File: src/rtl/mem_stage.sv
// Memory-access stage: issues aligned doubleword cache requests for loads/stores,
// extracts and extends load data, and hands writeback a registered result bundle.
module mem_stage #(
  parameter int unsigned XLEN    = 64,
  parameter int unsigned REGBITS = 5
) (
  input  logic               clk,
  input  logic               rst,
  input  logic               in_valid,
  output logic               in_ready,
  input  logic [XLEN-1:0]    in_alures,
  input  logic [XLEN-1:0]    in_store_data,
  input  logic [REGBITS-1:0] in_rd,
  input  logic               in_wen,
  input  logic               in_is_load,
  input  logic               in_is_store,
  input  logic [2:0]         in_funct3,
  output logic               dc_req_valid,
  input  logic               dc_req_ready,
  output logic [XLEN-1:0]    dc_req_addr,
  output logic               dc_req_we,
  output logic [XLEN-1:0]    dc_req_wdata,
  output logic [7:0]         dc_req_wstrb,
  input  logic               dc_resp_valid,
  input  logic [XLEN-1:0]    dc_resp_data,
  output logic               out_valid,
  output logic [XLEN-1:0]    out_lddata,
  output logic [XLEN-1:0]    out_alures,
  output logic               out_ld_or_alu,
  output logic [REGBITS-1:0] out_rd,
  output logic               out_wen,
  output logic               out_fault
);

  localparam int unsigned OFFW = 3;

  typedef enum logic [1:0] {S_IDLE, S_REQ, S_WAIT, S_DONE} state_t;

  state_t              state;
  logic [OFFW-1:0]     off_q;
  logic [2:0]          f3_q;
  logic [REGBITS-1:0]  rd_q;
  logic                wen_q;
  logic                is_load_q;
  logic [XLEN-1:0]     alures_q;

  logic [OFFW-1:0]     in_off_c;
  logic [OFFW-1:0]     align_mask_c;
  logic [7:0]          size_strb_c;
  logic                misaligned_c;
  logic [XLEN-1:0]     wdata_c;
  logic [7:0]          wstrb_c;
  logic [XLEN-1:0]     shifted_c;
  logic [XLEN-1:0]     ext_c;

  // Size decode for the incoming access: alignment mask and byte-enable pattern
  always_comb begin
    in_off_c     = in_alures[OFFW-1:0];
    align_mask_c = 3'b000;
    size_strb_c  = 8'h01;
    case (in_funct3[1:0])
      2'b00: begin align_mask_c = 3'b000; size_strb_c = 8'h01; end
      2'b01: begin align_mask_c = 3'b001; size_strb_c = 8'h03; end
      2'b10: begin align_mask_c = 3'b011; size_strb_c = 8'h0F; end
      default: begin align_mask_c = 3'b111; size_strb_c = 8'hFF; end
    endcase
    misaligned_c = |(in_off_c & align_mask_c);
    wdata_c      = in_store_data << {in_off_c, 3'b000};
    wstrb_c      = 8'(size_strb_c << in_off_c);
  end

  // Byte-lane select and sign/zero extension of returned load data
  always_comb begin
    shifted_c = dc_resp_data >> {off_q, 3'b000};
    ext_c     = shifted_c;
    case (f3_q)
      3'b000: ext_c = {{(XLEN-8){shifted_c[7]}},   shifted_c[7:0]};
      3'b001: ext_c = {{(XLEN-16){shifted_c[15]}}, shifted_c[15:0]};
      3'b010: ext_c = {{(XLEN-32){shifted_c[31]}}, shifted_c[31:0]};
      3'b100: ext_c = {{(XLEN-8){1'b0}},           shifted_c[7:0]};
      3'b101: ext_c = {{(XLEN-16){1'b0}},          shifted_c[15:0]};
      3'b110: ext_c = {{(XLEN-32){1'b0}},          shifted_c[31:0]};
      default: ext_c = shifted_c;
    endcase
  end

  always_ff @(posedge clk) begin
    if (rst) begin
      state         <= S_IDLE;
      in_ready      <= 1'b1;
      off_q         <= '0;
      f3_q          <= '0;
      rd_q          <= '0;
      wen_q         <= 1'b0;
      is_load_q     <= 1'b0;
      alures_q      <= '0;
      dc_req_valid  <= 1'b0;
      dc_req_addr   <= '0;
      dc_req_we     <= 1'b0;
      dc_req_wdata  <= '0;
      dc_req_wstrb  <= '0;
      out_valid     <= 1'b0;
      out_lddata    <= '0;
      out_alures    <= '0;
      out_ld_or_alu <= 1'b0;
      out_rd        <= '0;
      out_wen       <= 1'b0;
      out_fault     <= 1'b0;
    end else begin
      out_valid <= 1'b0;
      case (state)
        S_IDLE: begin
          if (in_valid && in_ready) begin
            off_q     <= in_off_c;
            f3_q      <= in_funct3;
            rd_q      <= in_rd;
            wen_q     <= in_wen && !in_is_store && (in_rd != '0);
            is_load_q <= in_is_load;
            alures_q  <= in_alures;
            if (!in_is_load && !in_is_store) begin
              out_valid     <= 1'b1;
              out_alures    <= in_alures;
              out_rd        <= in_rd;
              out_wen       <= in_wen && (in_rd != '0);
              out_ld_or_alu <= 1'b0;
              out_fault     <= 1'b0;
            end else if (misaligned_c) begin
              // Faulting access never reaches the cache
              out_valid     <= 1'b1;
              out_alures    <= in_alures;
              out_rd        <= in_rd;
              out_wen       <= 1'b0;
              out_ld_or_alu <= in_is_load;
              out_fault     <= 1'b1;
            end else begin
              dc_req_valid <= 1'b1;
              dc_req_addr  <= {in_alures[XLEN-1:OFFW], 3'b000};
              dc_req_we    <= in_is_store;
              dc_req_wdata <= in_is_store ? wdata_c : '0;
              dc_req_wstrb <= in_is_store ? wstrb_c : 8'h00;
              in_ready     <= 1'b0;
              state        <= S_REQ;
            end
          end
        end
        S_REQ: begin
          if (dc_req_ready) begin
            dc_req_valid <= 1'b0;
            if (is_load_q) begin
              state <= S_WAIT;
            end else begin
              out_valid     <= 1'b1;
              out_alures    <= alures_q;
              out_rd        <= rd_q;
              out_wen       <= wen_q;
              out_ld_or_alu <= 1'b0;
              out_fault     <= 1'b0;
              state         <= S_DONE;
            end
          end
        end
        S_WAIT: begin
          if (dc_resp_valid) begin
            out_valid     <= 1'b1;
            out_lddata    <= ext_c;
            out_alures    <= alures_q;
            out_rd        <= rd_q;
            out_wen       <= wen_q;
            out_ld_or_alu <= 1'b1;
            out_fault     <= 1'b0;
            state         <= S_DONE;
          end
        end
        default: begin
          in_ready <= 1'b1;
          state    <= S_IDLE;
        end
      endcase
    end
  end

endmodule

File: config.mk
export PLATFORM = sky130hd
export DESIGN_NAME = mem_stage
export DESIGN_NICKNAME = d
export VERILOG_FILES = /design/src/rtl/mem_stage.sv
export SDC_FILE = /design/constraint.sdc
export NUM_CORES = 1
export LEC_CHECK = 0
export CORE_ASPECT_RATIO = 0.7
export CORE_MARGIN = 10
export CORE_UTILIZATION = 35
export DETAILED_ROUTE_END_ITERATION = 10
export HOLD_SLACK_MARGIN = 0.03
export SYNTH_ARGS = -nofsm -noshare
export SYNTH_HDL_FRONTEND = slang
export SYNTH_SLANG_ARGS = --single-unit
File: constraint.sdc
create_clock -name clk -period 2.3 [get_ports clk]
set_input_delay 0.345 -clock clk [delete_from_list [all_inputs] [get_ports clk]]
set_output_delay 0.345 -clock clk [all_outputs]
set_load 0.01 [all_outputs]
After elaboration in Yosys (flattened, before gate mapping)
Cells that the tools add are included.

operators by class
  eq/ne operators = 16
  shift operators = 3
  muxes and demuxes = 61
  bitwise gates (word level) = 4
  reductions and logical operators = 22

operators with widths
  cell                                                  count
  2-to-1 mux 64 bit                                     7
  one-hot mux 64 bit (6 select lines)                   1
  one-hot mux 64 bit (3 select lines)                   1
  << shifter 64 x 6 -> 64 bit                           1
  right shift 64 x 6 -> 64 bit                          1
  2-to-1 mux 1 bit                                      30
  2-to-1 mux 5 bit                                      6
  one-hot mux 8 bit (3 select lines)                    1
  one-hot mux 5 bit (3 select lines)                    1
  inequality test 2 bit (second input constant)         6
  one-hot mux 1 bit (3 select lines)                    4
  2-to-1 mux 2 bit                                      5
  AND reduction 5 bit                                   2
  equality test 3 bit (second input constant)           3
  one-hot mux 3 bit (3 select lines)                    1
  2-to-1 mux 8 bit                                      1
  AND reduction 4 bit                                   2
  << shifter 8 x 3 -> 8 bit                             1
  one-hot mux 2 bit (3 select lines)                    1
  AND reduction 6 bit                                   1
  logical AND 1 bit                                     5
  nonzero test 5 bit                                    1
  equality test 2 x 1 -> 1 bit (second input constant)  2
  equality test 2 bit (second input constant)           2
  other kinds (14)                                      20

word-level totals
  flip-flop bits (word level) = 352
  input port bits = 208
  output and inout port bits = 276
  logic and storage cells = 126

Longest topological paths before layout
Gate-level depths: netlist of the first run.

  depth in word-level cells = 8
  gate-level depth with buffers = 11
  gate-level depth less buffers = 7

Worst setup path before layout of the first run
Ideal clock, no wire load.

  path type = register to register
  start point = register state[0]
  end point = register out_alures[0]
  setup time = 0.138 ns
  arrival time = 2.038 ns
  data required time = 2.162 ns
  slack = 0.124 ns
  cell stages (with the launch flop) = 10
  path buffers = 3
  period minus slack after synthesis = 2.176 ns
  path through = dfxtp_1 > inv_1 > ha_1 > nand3_1 > a221oi_1 > and2_1 > buf_2 > buf_2 > clkbuf_1 > a211oi_1

between the ends
  word-level cells in the longest chain between the ends = 3
  elaborated cells on any way between the ends = 11
  those cells by class = eq/ne (7); mux (1); reduce/logical (3)

RTL lines
  element                                                         RTL line  source
  start, declared                                                 39        state_t state;
  start signal, assigned                                          89        state <= S_IDLE;
  start signal, assigned                                          142       state <= S_REQ;
  start signal, assigned                                          150       state <= S_WAIT;
  equality test 2 x 1 -> 1 bit (tied with other cells)            111       case (state)
  inequality test 2 bit (no source line) (tied with other cells)  --
  AND reduction 6 bit (no source line)                            --
  end signal, assigned                                            122       out_alures <= in_alures;
  end signal, assigned                                            130       out_alures <= in_alures;
  end signal, assigned                                            153       out_alures <= alures_q;
  end, declared                                                   28        output logic [XLEN-1:0] out_alures,

Several ways; a longest one is shown, not always the timed one.
A chain may end at the register's enable or synchronous reset.

Final worst setup path of the first run
  start point = register off_q[1]
  end point = register out_lddata[38]

between the ends
  word-level cells in the longest chain between the ends = 2

RTL lines
  element                              RTL line  source
  start, declared                      40        logic [OFFW-1:0] off_q;
  start signal, assigned               114       off_q <= in_off_c;
  right shift 64 x 6 -> 64 bit         74        shifted_c = dc_resp_data >> {off_q, 3'b000};
  one-hot mux 64 bit (6 select lines)  76        case (f3_q)
  end signal, assigned                 165       out_lddata <= ext_c;
  end, declared                        27        output logic [XLEN-1:0] out_lddata,

No other way between the ends.

==> results.py, run 1 <==
metrics = {
    "status": {
        "outcome": "finished, final reports clean",
    },
    "sta": {
        "fin_setup_tns_ns": 0,
        "maxSlewViolCount": 0,
        "worst_slack_ns": 0.117,
        "min_period_over_period": 0.949,
        "hold-worst-slack_ns": 0.202,
        "worst_slew_pin_slew_ns": 0.890,
        "fmax_mhz": 458,
        "rsz0062_at_grt": "yes",
        "clock_skew_ns": 0.0186,
        "finalHoldViolCount": 0,
        "fin_crit_ns": 2.18,
        "setup_viol": 0,
        "relSlewSlack": 0.407,
    },
    "pwr": {
        "p_clk_frac": 0.260,
        "power_density_nw_per_um2": 979,
        "power_frac_seq": 0.338,
        "p_sw_frac": 0.353,
        "combPwrFrac": 0.402,
        "intPower_mw": 15.1,
        "p_leak_nw": 8.49,
        "p_sw_mw": 8.24,
        "peakVddDrop_v": 0.000630,
        "power.total_mw": 23.3,
    },
    "die": {
        "io_pins": 484,
        "rows": 66,
        "die_y_um": 201,
        "die_width_um": 279,
        "die_area_um2": 56200,
        "start_util": 0.354,
        "core_area_um2": 46500,
    },
    "finish": {
        "final_cell_mix": "clkdlybuf4s50_1 (476), nand2_1 (361), dfxtp_1 (347)",
        "register_area_um2": 6990,
        "layout-drive-gt1-share": 0.108,
        "synthToLayoutAreaGrowth_pct": 44.8,
        "multi_input_area_um2": 8750,
        "layout_commonest_cell": "clkdlybuf4s50_1",
        "nets": 2631,
        "fillCellCount": 4347,
    },
    "job": {
        "drv_cap": 0,
    },
    "cts": {
        "cts_root_buf": "clkbuf_16",
        "insertion_delay_ns": 0.53,
        "cts_sinks": 349,
        "holdBufCountCts": 0,
        "cts_buffers": 38,
        "clockBufferDepth": 3,
        "htree_levels": 2,
        "cts.clk_slew.worst_paths_ns": 0.06,
        "cts_tree": "done",
    },
    "detailed_routing": {
        "ant_nets": 0,
        "num_vias": 16500,
        "viasPerCell": 5.37,
        "drt_first_iter_violations": 1515,
        "drc_errors": 0,
        "drt_wl_total_mm": 68.7,
        "dr.pass1.iters": 5,
        "wire_per_inst_um": 22.4,
    },
    "setup_path": {
        "cp.arrival_ns": 2.57,
        "worstSetupEndpointType": "flop",
        "cp.required_ns": 2.69,
        "worstPathMaxFanout": 18,
        "criticalPathCategory": "reg2reg",
        "reg2reg_depth": 8,
        "cp-start-kind": "flop",
    },
    "logic_synthesis": {
        "yosys_warnings": 0,
        "syn_avg_cell_area_um2": 8.47,
        "synth_edf_count": 0,
        "seq_area_frac_synth": 0.425,
        "synth_area_um2": 16500,
        "ys_types": 58,
        "syn_inst": 1942,
        "ys.flop_type": "dfxtp_1",
        "synthArstFlopShare": 0,
        "ys_ff_latch": 349,
    },
    "place": {
        "dp_hpwl_mm": 51.6,
        "dp_worst_setup_slack_ns": -0.275,
        "gp_congestion": 0.973,
        "portBuffers": 480,
    },
    "global_route": {
        "grt_use_total": 0.232,
        "grt_antenna_before_repair": 12,
        "grt_overflow": 0,
        "grt_max_degree": 131,
        "grt_pass1_wl_mm": 102,
        "first_global_vias": 16000,
    },
    "min_path": {
        "hold_path_depth": 2,
        "hold_class": "in2reg",
    },
}
area by class of cell:
cell class / instances / area share
multi-input combinational: 1402 / 0.367
tap: 612 / 0.0321
antenna: 10 / 0.00105
timing repair buffer: 614 / 0.253
sequential: 349 / 0.294
inverter: 14 / 0.00221
clock buffer: 55 / 0.0474
clock inverter: 10 / 0.00341
cell usage after synthesis, types with 7 or more instances:
library cell  number  area (um^2)
a211oi_1         144         1080
a21oi_1          190          951
a22o_1             8         70.1
a22oi_1           21          158
a311oi_1          10         87.6
a32oi_1           12          105
buf_1             11         41.3
buf_2             30          150
clkbuf_1         133          499
dfxtp_1          349         6990
inv_1             13         48.8
mux2_2            12          135
mux2i_1          166         1660
mux4_2            36          811
nand2_1          361         1360
nand2b_1          33          206
nand3_1            7         35.0
nor2_1           231          867
nor2b_1           24          150
nor3_1            29          145
o21ai_0           42          210
o22ai_1            8         50.1
o31ai_1            8         60.1
state kept, by name, summed over array words and instances (netlist names), 3 cells and up:
name          cells
f3_q              3
rd_q              5
dc_req_wdata     64
out_rd            5
dc_req_addr      61
dc_req_wstrb      8
out_alures       64
alures_q         62
out_lddata       64
power groups by stage:
stage	Sequential (mW)	Combinational, mW	Clock (mW)
final	7.89	9.38	6.05
after global routing	8.03	10.2	6.43
after CTS	7.89	9.35	6.21
after detailed placement	8.00	9.30	0
after global placement	7.97	9.22	0
after floorplan	8.30	4.53	0
cells by family after synthesis:
logic type	count (synthesis)	share of synthesized area
flip-flops	349	0.425
multiplexers	214	0.158
AO/OA/AOI/OAI	470	0.185
AND/OR/NAND/NOR	711	0.181
other	1	0.000228
adder cells (fa/ha/maj)	4	0.00304
buffers and inverters	193	0.0477
routing by layer:
| metal | vias up | routed length, um | global-route usage |
|---|---|---|---|
| met1 | 7967 | 29100 | 0.302 |
| met2 | 605 | 31700 | 0.369 |
| li1 | 7794 | - | - |
| met3 | 89 | 6370 | 0.0662 |
| met5 | - | 13 | 0 |
| met4 | 2 | 1520 | 0.0680 |
stage by stage:
stage          instances  cell area, um^2   util
2_1_floorplan       1944            16500      -
3_3_place_gp        2989            22600  0.485
3_5_place_dp        2989            22600  0.485
4_1_cts             3054            23800  0.511
5_1_grt             3065            23800  0.512
6_report            3066            23800  0.513
path summary, 6_finish.rpt:
path / start / to / slack, ns
hold reg to reg: dc_req_wdata[37] / dc_req_wdata[37] / 0.45
setup / recovery: off_q[1] / out_lddata[38] / 0.12
setup reg to reg: off_q[1] / out_lddata[38] / 0.12
hold / removal: rst / dc_req_wdata[56] / 0.20
worst max-delay path: stages, from the launching register on:
cell and delay, ns:
dfxtp_4 0.48, buf_4 0.20, nor2b_1 0.06, a2111oi_2 0.32, buf_4 0.22, nor4_4 0.08
nor4_4 0.25, buf_4 0.29, a211oi_1 0.11
repair_timing:
item,CTS,global route
resized for setup,0,3
endpoints found under the setup margin,0,83
setup buffers,0,1
(Power assumes the default switching activity.)
==> run 2, diff against run 1 <==
Settings changed: CTS_CLUSTER_DIAMETER set to 100.
==> results of run 2 <==
Same layout as run 1: the final DEF is identical, and so are final timing and power.
==> run 3, diff against run 2 <==
Settings changed: REMOVE_ABC_BUFFERS set to 1.
Clock period 2.3 ns to 2.55 ns, I/O delays scaled along.
==> results.py, run 3 (synthesis gave the netlist of run 1 again) <==
metrics = {
    "global_route": {
        "first_global_vias": 15400,
        "grt_use_total": 0.214,
        "grt_pass1_wl_mm": 96.2,
        "grt_antenna_before_repair": 12,
        "grt_max_degree": 135,
        "grt_overflow": 0,
    },
    "cts": {
        "htree_levels": 2,
        "cts_sinks": 349,
        "insertion_delay_ns": 0.55,
        "postCtsResizedCells": 0,
        "cts_root_buf": "clkbuf_16",
        "cts_buffers": 38,
        "postCtsSetupBuffers": 0,
        "holdBufCountCts": 0,
        "cts_tree": "done",
        "cts.clk_slew.worst_paths_ns": 0.06,
        "clockBufferDepth": 3,
    },
    "detailed_routing": {
        "met1_length_mm": 27.3,
        "drc_errors": 0,
        "routed.top_layer": "met5",
        "wl_met2_mm": 29.1,
        "dr.pass1.iters": 5,
        "drt_first_iter_violations": 1222,
        "wire_per_inst_um": 21.1,
        "num_vias": 15900,
        "viasPerCell": 5.30,
        "drt_wl_total_mm": 63.1,
        "dr_wl_met3_mm": 5.42,
        "ant_nets": 0,
    },
    "die": {
        "start_util": 0.354,
        "rows": 66,
        "io_pins": 484,
        "core_area_um2": 46500,
        "die_area_um2": 56200,
        "die_width_um": 279,
        "die_y_um": 201,
    },
    "sta": {
        "rsz0062_at_grt": "no",
        "fin_crit_ns": 2.34,
        "setup_viol": 0,
        "maxSlewViolCount": 0,
        "relSlewSlack": 0.434,
        "min_period_over_period": 0.916,
        "clock_skew_ns": 0.0124,
        "finalHoldViolCount": 0,
        "worst_slack_ns": 0.214,
        "fmax_mhz": 428,
        "worst_slew_pin_slew_ns": 0.848,
    },
    "pwr": {
        "power_density_nw_per_um2": 894,
        "power.total_mw": 20.9,
        "peakVddDrop_v": 0.000605,
        "p_leak_nw": 8.18,
    },
    "finish": {
        "multi_input_area_um2": 8760,
        "fin_area_um2": 23400,
        "fillCellCount": 4274,
        "final_cell_mix": "clkdlybuf4s50_1 (476), nand2_1 (361), dfxtp_1 (346)",
        "stdcell_count": 2997,
        "top_regs": "dc_req_wdata: 64 flops, out_alures: 64 flops, out_lddata: 64 flops",
        "layout-drive-gt1-share": 0.0825,
        "nets": 2559,
        "register_area_um2": 7000,
        "synthToLayoutAreaGrowth_pct": 42.0,
        "layout_commonest_cell": "clkdlybuf4s50_1",
    },
    "setup_path": {
        "worstSetupEndpointType": "flop",
        "reg2reg_slack_ns": 0.21,
        "cp-start-kind": "flop",
        "worstPathMaxFanout": 16,
        "cp.arrival_ns": 2.72,
        "criticalPathCategory": "reg2reg",
        "cp.required_ns": 2.94,
    },
    "place": {
        "dp_hpwl_mm": 45.6,
        "dp_worst_setup_slack_ns": -0.0958,
        "place_area_um2": 22100,
        "portBuffers": 480,
        "gp_congestion": 0.875,
        "post-place-cells": 2919,
    },
    "min_path": {
        "hold_class": "in2reg",
    },
    "status": {
        "outcome": "finished, final reports clean",
    },
    "job": {
        "drv_cap": 0,
    },
}
run 3: worst max-delay path, cell delays in order, from the launching register on:
cell and delay [ns]:
dfxtp_4 0.46, mux2_2 0.37, o22ai_1 0.30, nor4_4 0.12, nor2_2 0.69, a311oi_1 0.21
run 3: final timing paths:
kind / cells past startpoint / to / startpoint
max reg2reg: 5 / out_lddata[25] / off_q[1]
min: 4 / dc_req_wdata[10] / rst
max: 5 / out_lddata[25] / off_q[1]
min reg2reg: 2 / dc_req_wdata[9] / dc_req_wdata[9]
run 3: routing by layer:
layer	global-route usage	vias up
met2	0.346	556
met3	0.0667	82
met4	0.0562	6
met5	0	-
li1	-	7662
met1	0.273	7587
run 3: final cells by class:
| cell class | count | area share |
|---|---|---|
| Tap cell | 612 | 0.0328 |
| Timing Repair Buffer | 542 | 0.234 |
| Sequential cell | 349 | 0.299 |
| Clock inverter | 13 | 0.00777 |
| Multi-Input combinational cell | 1402 | 0.375 |
| Inverter | 14 | 0.00225 |
| Clock buffer | 56 | 0.0474 |
| Antenna cell | 9 | 0.000964 |
run 3: power by group:
part / total (mW) / leakage [nW] / internal (mW) / switching [mW]
sequential: 7.13 / 2.85 / 6.51 / 0.620
clock: 5.74 / 0.640 / 3.36 / 2.38
combinational: 8.02 / 4.70 / 3.70 / 4.31
run 3: through the flow:
stage / setup TNS, ns / hold slack, ns / util
6_report: 0 / 0.330 / 0.503
5_1_grt: 0 / 0.339 / 0.502
4_1_cts: 0 / 0.317 / 0.502
3_5_place_dp: -0.685 / 0.440 / 0.474
3_3_place_gp: -0.377 / 0.439 / 0.474
2_1_floorplan: -730.22 / 0.430 / -
